### src/rtl/instr_issue_queue.sv
// -----------------------------------------------------------------------------
// instr_issue_queue
//
// Instruction source that sits directly upstream of the pipelined ARM core and
// drives its Instruction input. A loader pushes 32-bit words into a FIFO. The
// block issues them one at a time. After each issued word it inserts NOP_GAP
// NOP_WORD cycles, so the core sees hazard-free spacing without forwarding.
//
// Ports
//   clk          in   1        core clock, rising edge
//   reset        in   1        synchronous, active-low reset
//   load_instr   in   32       word to enqueue
//   load_valid   in   1        loader has a word
//   load_ready   out  1        FIFO can accept (push = load_valid & load_ready)
//   stall        in   1        freeze the issue side; pushes are still accepted
//   flush        in   1        discard the queue and any pending padding
//   Instruction  out  32       registered word to the core
//   issue_valid  out  1        Instruction holds a real queued word
//   pad_active   out  1        Instruction holds a padding NOP
//   fifo_count   out  CW       number of queued words
//   issued_count out  16       real words issued since reset/flush (wraps)
// -----------------------------------------------------------------------------
module instr_issue_queue #(
  parameter int          DEPTH    = 16,
  parameter int          NOP_GAP  = 4,
  parameter logic [31:0] NOP_WORD = 32'h0000_0000
) (
  input  logic                       clk,
  input  logic                       reset,
  input  logic [31:0]                load_instr,
  input  logic                       load_valid,
  output logic                       load_ready,
  input  logic                       stall,
  input  logic                       flush,
  output logic [31:0]                Instruction,
  output logic                       issue_valid,
  output logic                       pad_active,
  output logic [$clog2(DEPTH+1)-1:0] fifo_count,
  output logic [15:0]                issued_count
);

  localparam int CW  = $clog2(DEPTH + 1);
  localparam int PW  = $clog2(DEPTH);
  // Keep the pad counter at least one bit wide so a NOP_GAP=0 build still elaborates.
  localparam int PCW = (NOP_GAP > 0) ? $clog2(NOP_GAP + 1) : 1;

  localparam logic [0:0] ST_IDLE = 1'b0;
  localparam logic [0:0] ST_PAD  = 1'b1;

  // FIFO storage: no reset, so it maps onto RAM. The read is registered
  // through instr_q, which is the output register toward the core.
  logic [31:0]    mem_q [DEPTH];

  logic [PW-1:0]  wr_ptr_q, wr_ptr_d;
  logic [PW-1:0]  rd_ptr_q, rd_ptr_d;
  logic [CW-1:0]  count_q, count_d;
  logic [0:0]     state_q, state_d;
  logic [PCW-1:0] pad_cnt_q, pad_cnt_d;
  logic [31:0]    instr_q, instr_d;
  logic           issue_valid_q, issue_valid_d;
  logic           pad_active_q, pad_active_d;
  logic [15:0]    issued_q, issued_d;

  logic           push;
  logic           pop;
  logic [31:0]    head;

  // Ready comes only from the registered count. A simultaneous pop does not
  // open a slot in the same cycle.
  assign load_ready = (count_q < CW'(DEPTH));
  // A word presented during a flush is dropped along with the queue.
  assign push = load_valid && load_ready && !flush;
  assign pop  = !flush && !stall && (state_q == ST_IDLE) && (count_q != '0);
  assign head = mem_q[rd_ptr_q];

  always_comb begin
    wr_ptr_d      = wr_ptr_q;
    rd_ptr_d      = rd_ptr_q;
    count_d       = count_q;
    state_d       = state_q;
    pad_cnt_d     = pad_cnt_q;
    instr_d       = instr_q;
    issue_valid_d = issue_valid_q;
    pad_active_d  = pad_active_q;
    issued_d      = issued_q;

    if (flush) begin
      wr_ptr_d      = '0;
      rd_ptr_d      = '0;
      count_d       = '0;
      state_d       = ST_IDLE;
      pad_cnt_d     = '0;
      instr_d       = NOP_WORD;
      issue_valid_d = 1'b0;
      pad_active_d  = 1'b0;
      issued_d      = '0;
    end else begin
      if (push) begin
        wr_ptr_d = wr_ptr_q + 1'b1;
      end
      if (pop) begin
        rd_ptr_d = rd_ptr_q + 1'b1;
      end
      count_d = count_q + CW'(push) - CW'(pop);

      // With stall asserted the whole issue side holds its previous values.
      if (!stall) begin
        case (state_q)
          ST_IDLE: begin
            pad_active_d = 1'b0;
            if (pop) begin
              instr_d       = head;
              issue_valid_d = 1'b1;
              issued_d      = issued_q + 16'd1;
              if (NOP_GAP > 0) begin
                pad_cnt_d = PCW'(NOP_GAP);
                state_d   = ST_PAD;
              end
            end else begin
              instr_d       = NOP_WORD;
              issue_valid_d = 1'b0;
            end
          end
          ST_PAD: begin
            instr_d       = NOP_WORD;
            issue_valid_d = 1'b0;
            pad_active_d  = 1'b1;
            pad_cnt_d     = pad_cnt_q - 1'b1;
            // The last padding cycle returns to IDLE so the next word issues
            // on the following edge. This gives a spacing of NOP_GAP+1.
            if (pad_cnt_q <= PCW'(1)) begin
              state_d = ST_IDLE;
            end
          end
          default: begin
            state_d = ST_IDLE;
          end
        endcase
      end
    end
  end

  always_ff @(posedge clk) begin
    if (push) begin
      mem_q[wr_ptr_q] <= load_instr;
    end
  end

  always_ff @(posedge clk) begin
    if (!reset) begin
      wr_ptr_q      <= '0;
      rd_ptr_q      <= '0;
      count_q       <= '0;
      state_q       <= ST_IDLE;
      pad_cnt_q     <= '0;
      instr_q       <= NOP_WORD;
      issue_valid_q <= 1'b0;
      pad_active_q  <= 1'b0;
      issued_q      <= '0;
    end else begin
      wr_ptr_q      <= wr_ptr_d;
      rd_ptr_q      <= rd_ptr_d;
      count_q       <= count_d;
      state_q       <= state_d;
      pad_cnt_q     <= pad_cnt_d;
      instr_q       <= instr_d;
      issue_valid_q <= issue_valid_d;
      pad_active_q  <= pad_active_d;
      issued_q      <= issued_d;
    end
  end

  assign Instruction  = instr_q;
  assign issue_valid  = issue_valid_q;
  assign pad_active   = pad_active_q;
  assign fifo_count   = count_q;
  assign issued_count = issued_q;

endmodule
### config.mk
export PLATFORM = sky130hd
export DESIGN_NAME = instr_issue_queue
export DESIGN_NICKNAME = d
export VERILOG_FILES = /design/src/rtl/instr_issue_queue.sv
export SDC_FILE = /design/constraint.sdc
export NUM_CORES = 1
export LEC_CHECK = 0
export CORE_ASPECT_RATIO = 1.5
export CORE_UTILIZATION = 55
export DETAILED_ROUTE_END_ITERATION = 6
export GPL_TIMING_DRIVEN = 0
export PLACE_DENSITY = 0.71
export SETUP_SLACK_MARGIN = 0.5
export SYNTH_ARGS = -nofsm -noshare
export SYNTH_HDL_FRONTEND = slang
export SYNTH_SLANG_ARGS = --single-unit
### constraint.sdc
create_clock -name clk -period 5.3 [get_ports clk]
set_clock_uncertainty 0.1 [all_clocks]
set_input_delay 1.325 -clock clk [delete_from_list [all_inputs] [get_ports clk]]
set_output_delay 1.325 -clock clk [all_outputs]
set_load 0.1 [all_outputs]
# --- Word level (Yosys, flattened, before mapping) ---
# Memories as Yosys holds them, arrays and structs flattened. A register that Yosys moved wholly into a read port is not among the register bits.
# Index checks and enable logic that the tools add are counted.
totals:
  ff_bits: 67
  ramBits: 512
  input_bits: 37
  out_inout_bits: 56
  word_cells: 46
  mem_count: 1
mem_list:
  columns: ["memory", "depth", "width", "rd", "rd_ports_with_merged_regs", "wr", "line", "rtl"]
  rows:
  - ["mem_q", 16, 32, 1, 1, 1, "52", "logic [31:0] mem_q [DEPTH];"]
classes:
  addsub: 6
  n_lt_le_gt_ge: 2
  n_eq_ne: 1
  mux: 13
  bitwise: 3
  n_reduce_logical: 11
ops:
  columns: ["cell", "count"]
  rows:
  - ["one-hot mux 32 bit (2 select lines)", 1]
  - ["2-to-1 mux 32 bit", 1]
  - ["adder 16 x 1 -> 16 bit (second input constant)", 1]
  - ["adder 4 x 1 -> 4 bit (second input constant)", 2]
  - ["2-to-1 mux 4 bit", 2]
  - ["one-hot mux 1 bit (2 select lines)", 3]
  - ["one-hot mux 3 bit (2 select lines)", 1]
  - ["adder 5 x 1 -> 5 bit", 1]
  - ["logical AND 1 bit", 5]
  - ["less-than comparator 5 bit (second input constant)", 1]
  - ["nonzero test 5 bit", 1]
  - ["subtractor 5 x 1 -> 5 bit", 1]
  - ["2-to-1 mux 1 bit", 4]
  - ["<= comparator 3 x 1 -> 1 bit (second input constant)", 1]
  - ["2-to-1 mux 3 bit", 1]
  - ["NOT 1 bit", 3]
  - ["AND reduction 3 bit", 1]
  - ["subtractor 3 x 1 -> 3 bit (second input constant)", 1]
  - ["logical NOT 1 bit", 2]
  - ["!= test 2 bit (second input constant)", 1]
  - ["AND reduction 2 bit", 1]
  - ["OR reduction 2 bit", 1]

# --- Longest topological paths before layout ---
logic_depth:
  depth_word: 6
  mapped_depth: 13
  depth_no_buf: 13

# --- Least setup slack after synthesis ---
# No wires, ideal clock.
synth_path:
  kind: "input -> register"
  from: "input port flush"
  to: "memory mem_q[3][0] (enable)"
  setup_time_ns: 0.461
  arrival_ns: 4.202
  t_required_ns: 4.739
  slack_ns: 0.537
  cell_stages: 3
  n_path_buf: 0
  path_cell_list: "nor3b_1 > nand2_1 > nor3_1"
synth_between:
  elab_chain_cells: 4
synth_lines:
  columns: ["element", "line", "rtl"]
  rows:
  - ["start: declaration", "34", "input logic flush,"]
  - ["logical NOT 1 bit", "72", "assign push = load_valid && load_ready && !flush;"]
  - ["logical AND 1 bit", "72", null]
  - ["2-to-1 mux 1 bit", "144", "if (push) begin"]
  - ["2-to-1 mux 1 bit (implied by the code)", "145", "mem_q[wr_ptr_q] <= load_instr;"]
  - ["end: declaration", "52", null]
# Every way passes these cells.

# --- Final worst setup path ---
layout_path:
  from: "input port stall"
  to: "register count_q[4], in the netlist fifo_count[4]"
layout_between:
  elab_chain_cells: 5
layout_lines:
  columns: ["element", "line", "rtl"]
  rows:
  - ["start: declaration", "33", "input logic stall,"]
  - ["logical NOT 1 bit", null, null]
  - ["logical AND 1 bit (3 in series)", "73", "assign pop = !flush && !stall && (state_q == ST_IDLE) && (count_q != '0);"]
  - ["net pop", "65", "logic pop;"]
  - ["subtractor 5 x 1 -> 5 bit", "104", "count_d = count_q + CW'(push) - CW'(pop);"]
  - ["end signal: assignment", "163", "count_q <= count_d;"]
  - ["end: declaration", "56", "logic [CW-1:0] count_q, count_d;"]
# The timed path passes the listed nets, and every way through them passes these cells.
# A chain may end at the register's enable or synchronous reset.

==> impl_results.md <==
* Outcome: complete, but fails checks
* R2r setup slk at 1840 ps
* Post-Syn Area at 22000 um2
* Post-CTS setup buffer count at 0
* Rel. slew slack at 18.7%
* Initial DRC Count at 1047
* Clock transition at path regs at 60 ps
* Vias/cell at 6.16
* Crit path DAT at 4360 ps
* Num rows at 89
* Worst min path class: reg2reg
* Routed wire length at 49700 um
* Initial core utilization at 55.9%
* Slew at the pin with the worst max-slew slack at 1220 ps
* Synth Register Bits at 583
* RSZ-0062 raised after global routing: false
* Total track usage at 25.5%
* DIE HEIGHT at 247 um
* Fin crit period at 3970 ps
* CTS resizes at 0
* CP Max Fanout at 9
* Synth area leader: edfxtp_1
* Number of global-route vias before repair at 11577
* Power consumption at 9.26 mW
* Post-DRT Antenna Nets at 0
* Die area at 40900 um2
* # IOs at 93
* Drc violations at 15
* Port-buffer cells at 92
* Drt pass-1 iters at 7
* P&R area growth vs syn at 17.5%
* Clk sinks at 583
* Mean Syn Cell Area at 20.5 um2
* Hold buffers post-CTS at 0
* NumNets Final at 1302
* Post-Layout Cell Count at 1792
* Core ar. at 39400 um2
* GRT overflow at 0
* CTS Buf Count at 50
* Initial antenna violation count at 0
* DP Cell Count at 1698
* Count of different cell masters after synthesis at 39
* Setup violators final at 0
* Largest net degree at the start of global routing at 23
* Period utilization at 74.9%
* Max-cap violations at 0
* Leading cell type in the layout, fill and taps excluded: edfxtp_1
* Failing checks: DRC
* Maximum root-to-sink buffer count at 3
* CP Launch Type: input port
* Post-DR wirelength/cell at 27.7 um
* Pwr/cell area at 357 nW/um2
* RD Place Congestion at 0.744
* Fmax at 252 MHz
* Synth warn at 0
* Via count at 11031
* Dominant cells by area after synthesis: edfxtp_1, mux4_2, dfxtp_1
* Worst skew pair latency at 570 ps
* DP Wirelength at 31600 um
* Die W at 165 um
* H-tree levels at 2
* CTS tree: yes
* Synth Net Count at 1130
* Setup TNS at 0 ps
* Area share of the largest cell type after synthesis at 69.7%
* Critical path class: in2reg
* Global-route wire length before repair at 73200 um
* VDD IR-drop max at 0.000201 V
* ANT cells at 0
* Root Driver: clkbuf_16
* Final core area utilization at 65.7%
* Syn Inst Count at 1078
* Commonest non-fill, non-tap cells in the layout: edfxtp_1, mux4_2, clkdlybuf4s50_1, dfxtp_1, mux2i_1
* Placed cell areas at 24200 um2
* WP data required at 5690 ps
* Ratio of cells with drive above 1 in the final layout at 21.0%
* Final instance area at 25900 um2
* Leakage power at 7.92 nW
* Sequential-to-total area share from yosys stat at 76.2%
* Hold Fails Final Rpt at 0
* Slew Limit Fails at 0
* CP endpoint kind: flop
## critical path, cell delays in order
cell and delay [ps]:
clkdlybuf4s50_1 500, nor3_1 420, nand2_1 320, inv_2 220
ha_1 140, inv_1 40, ha_1 210, fa_1 450
a21oi_1 170, nor2_1 60, or3_1 340, a21oi_1 150
## per-layer routing
metal	track usage (%)	part of all wire, %
met5	0	0
met3	3.25	6.2
met1	32.3	37
met2	44.7	54
met4	9.44	3.5
## sequential cells by signal, summed over array words and instances (netlist names), named ones only
signal	count
Instruction	32
fifo_count	5
issue_valid	1
issued_count	16
mem_q	512
pad_active	1
pad_cnt_q	3
rd_ptr_q	4
state_q	1
wr_ptr_q	4
## where the power goes
group | internal, mW | total (mW) | switching, mW
sequential | 5.02 | 5.04 | 0.0153
clock | 2.24 | 3.84 | 1.61
combinational | 0.135 | 0.377 | 0.242
## through the flow
stage / worst slack, ps / hold slack, ps
after global placement: -3240 / 344
final: 1330 / 369
after detailed placement: 763 / 357
after global routing: 1110 / 410
after floorplan: 537 / 364
after CTS: 1350 / 375
## synth_stat cells (all sizes together)
cell type	count
fa	1
a31o	2
buf	29
and4	2
and2	3
or3	7
nor4b	2
and3	1
edfxtp	512
inv	16
dfxtp	71
xor2	5
mux4	128
mux2i	64
o21a	1
xnor2	12
o21ai	5
a21oi	17
nor3b	1
nor3	7
nand4	4
a31oi	1
nand2	51
clkbuf	28
o221ai	32
nor2b	2
nand3	8
nand2b	4
nor4	3
or4	3
a21o	1
o211ai	2
or4b	1
o31ai	2
nor2	36
ha	14
## final cells by class
type                       count  area, um2
fill                        2662      13500
buffer                        57        234
clock buffer                  61       1380
multi-input combinational    422       5070
sequential                   583      16800
clock inverter                33        364
timing repair buffer         120       1390
inverter                      16       60.1
tap                          500        626
## kinds of logic after synthesis
| family | share of synthesized area, % |
|---|---|
| AO/OA/AOI/OAI | 2.08 |
| XOR/XNOR | 0.675 |
| adder cells (fa/ha/maj) | 0.885 |
| buffers and inverters | 1.33 |
| flip-flops | 76.2 |
| multiplexers | 16.0 |
| AND/OR/NAND/NOR | 2.87 |
## worst paths after layout
| path | start | end | cells after the start |
|---|---|---|---|
| max | stall | fifo_count[4] | 12 |
| min | Instruction[1] | Instruction[1] | 2 |
| max reg2reg | fifo_count[2] | fifo_count[4] | 13 |
| min reg2reg | Instruction[1] | Instruction[1] | 2 |
(Power assumes the default switching activity.)
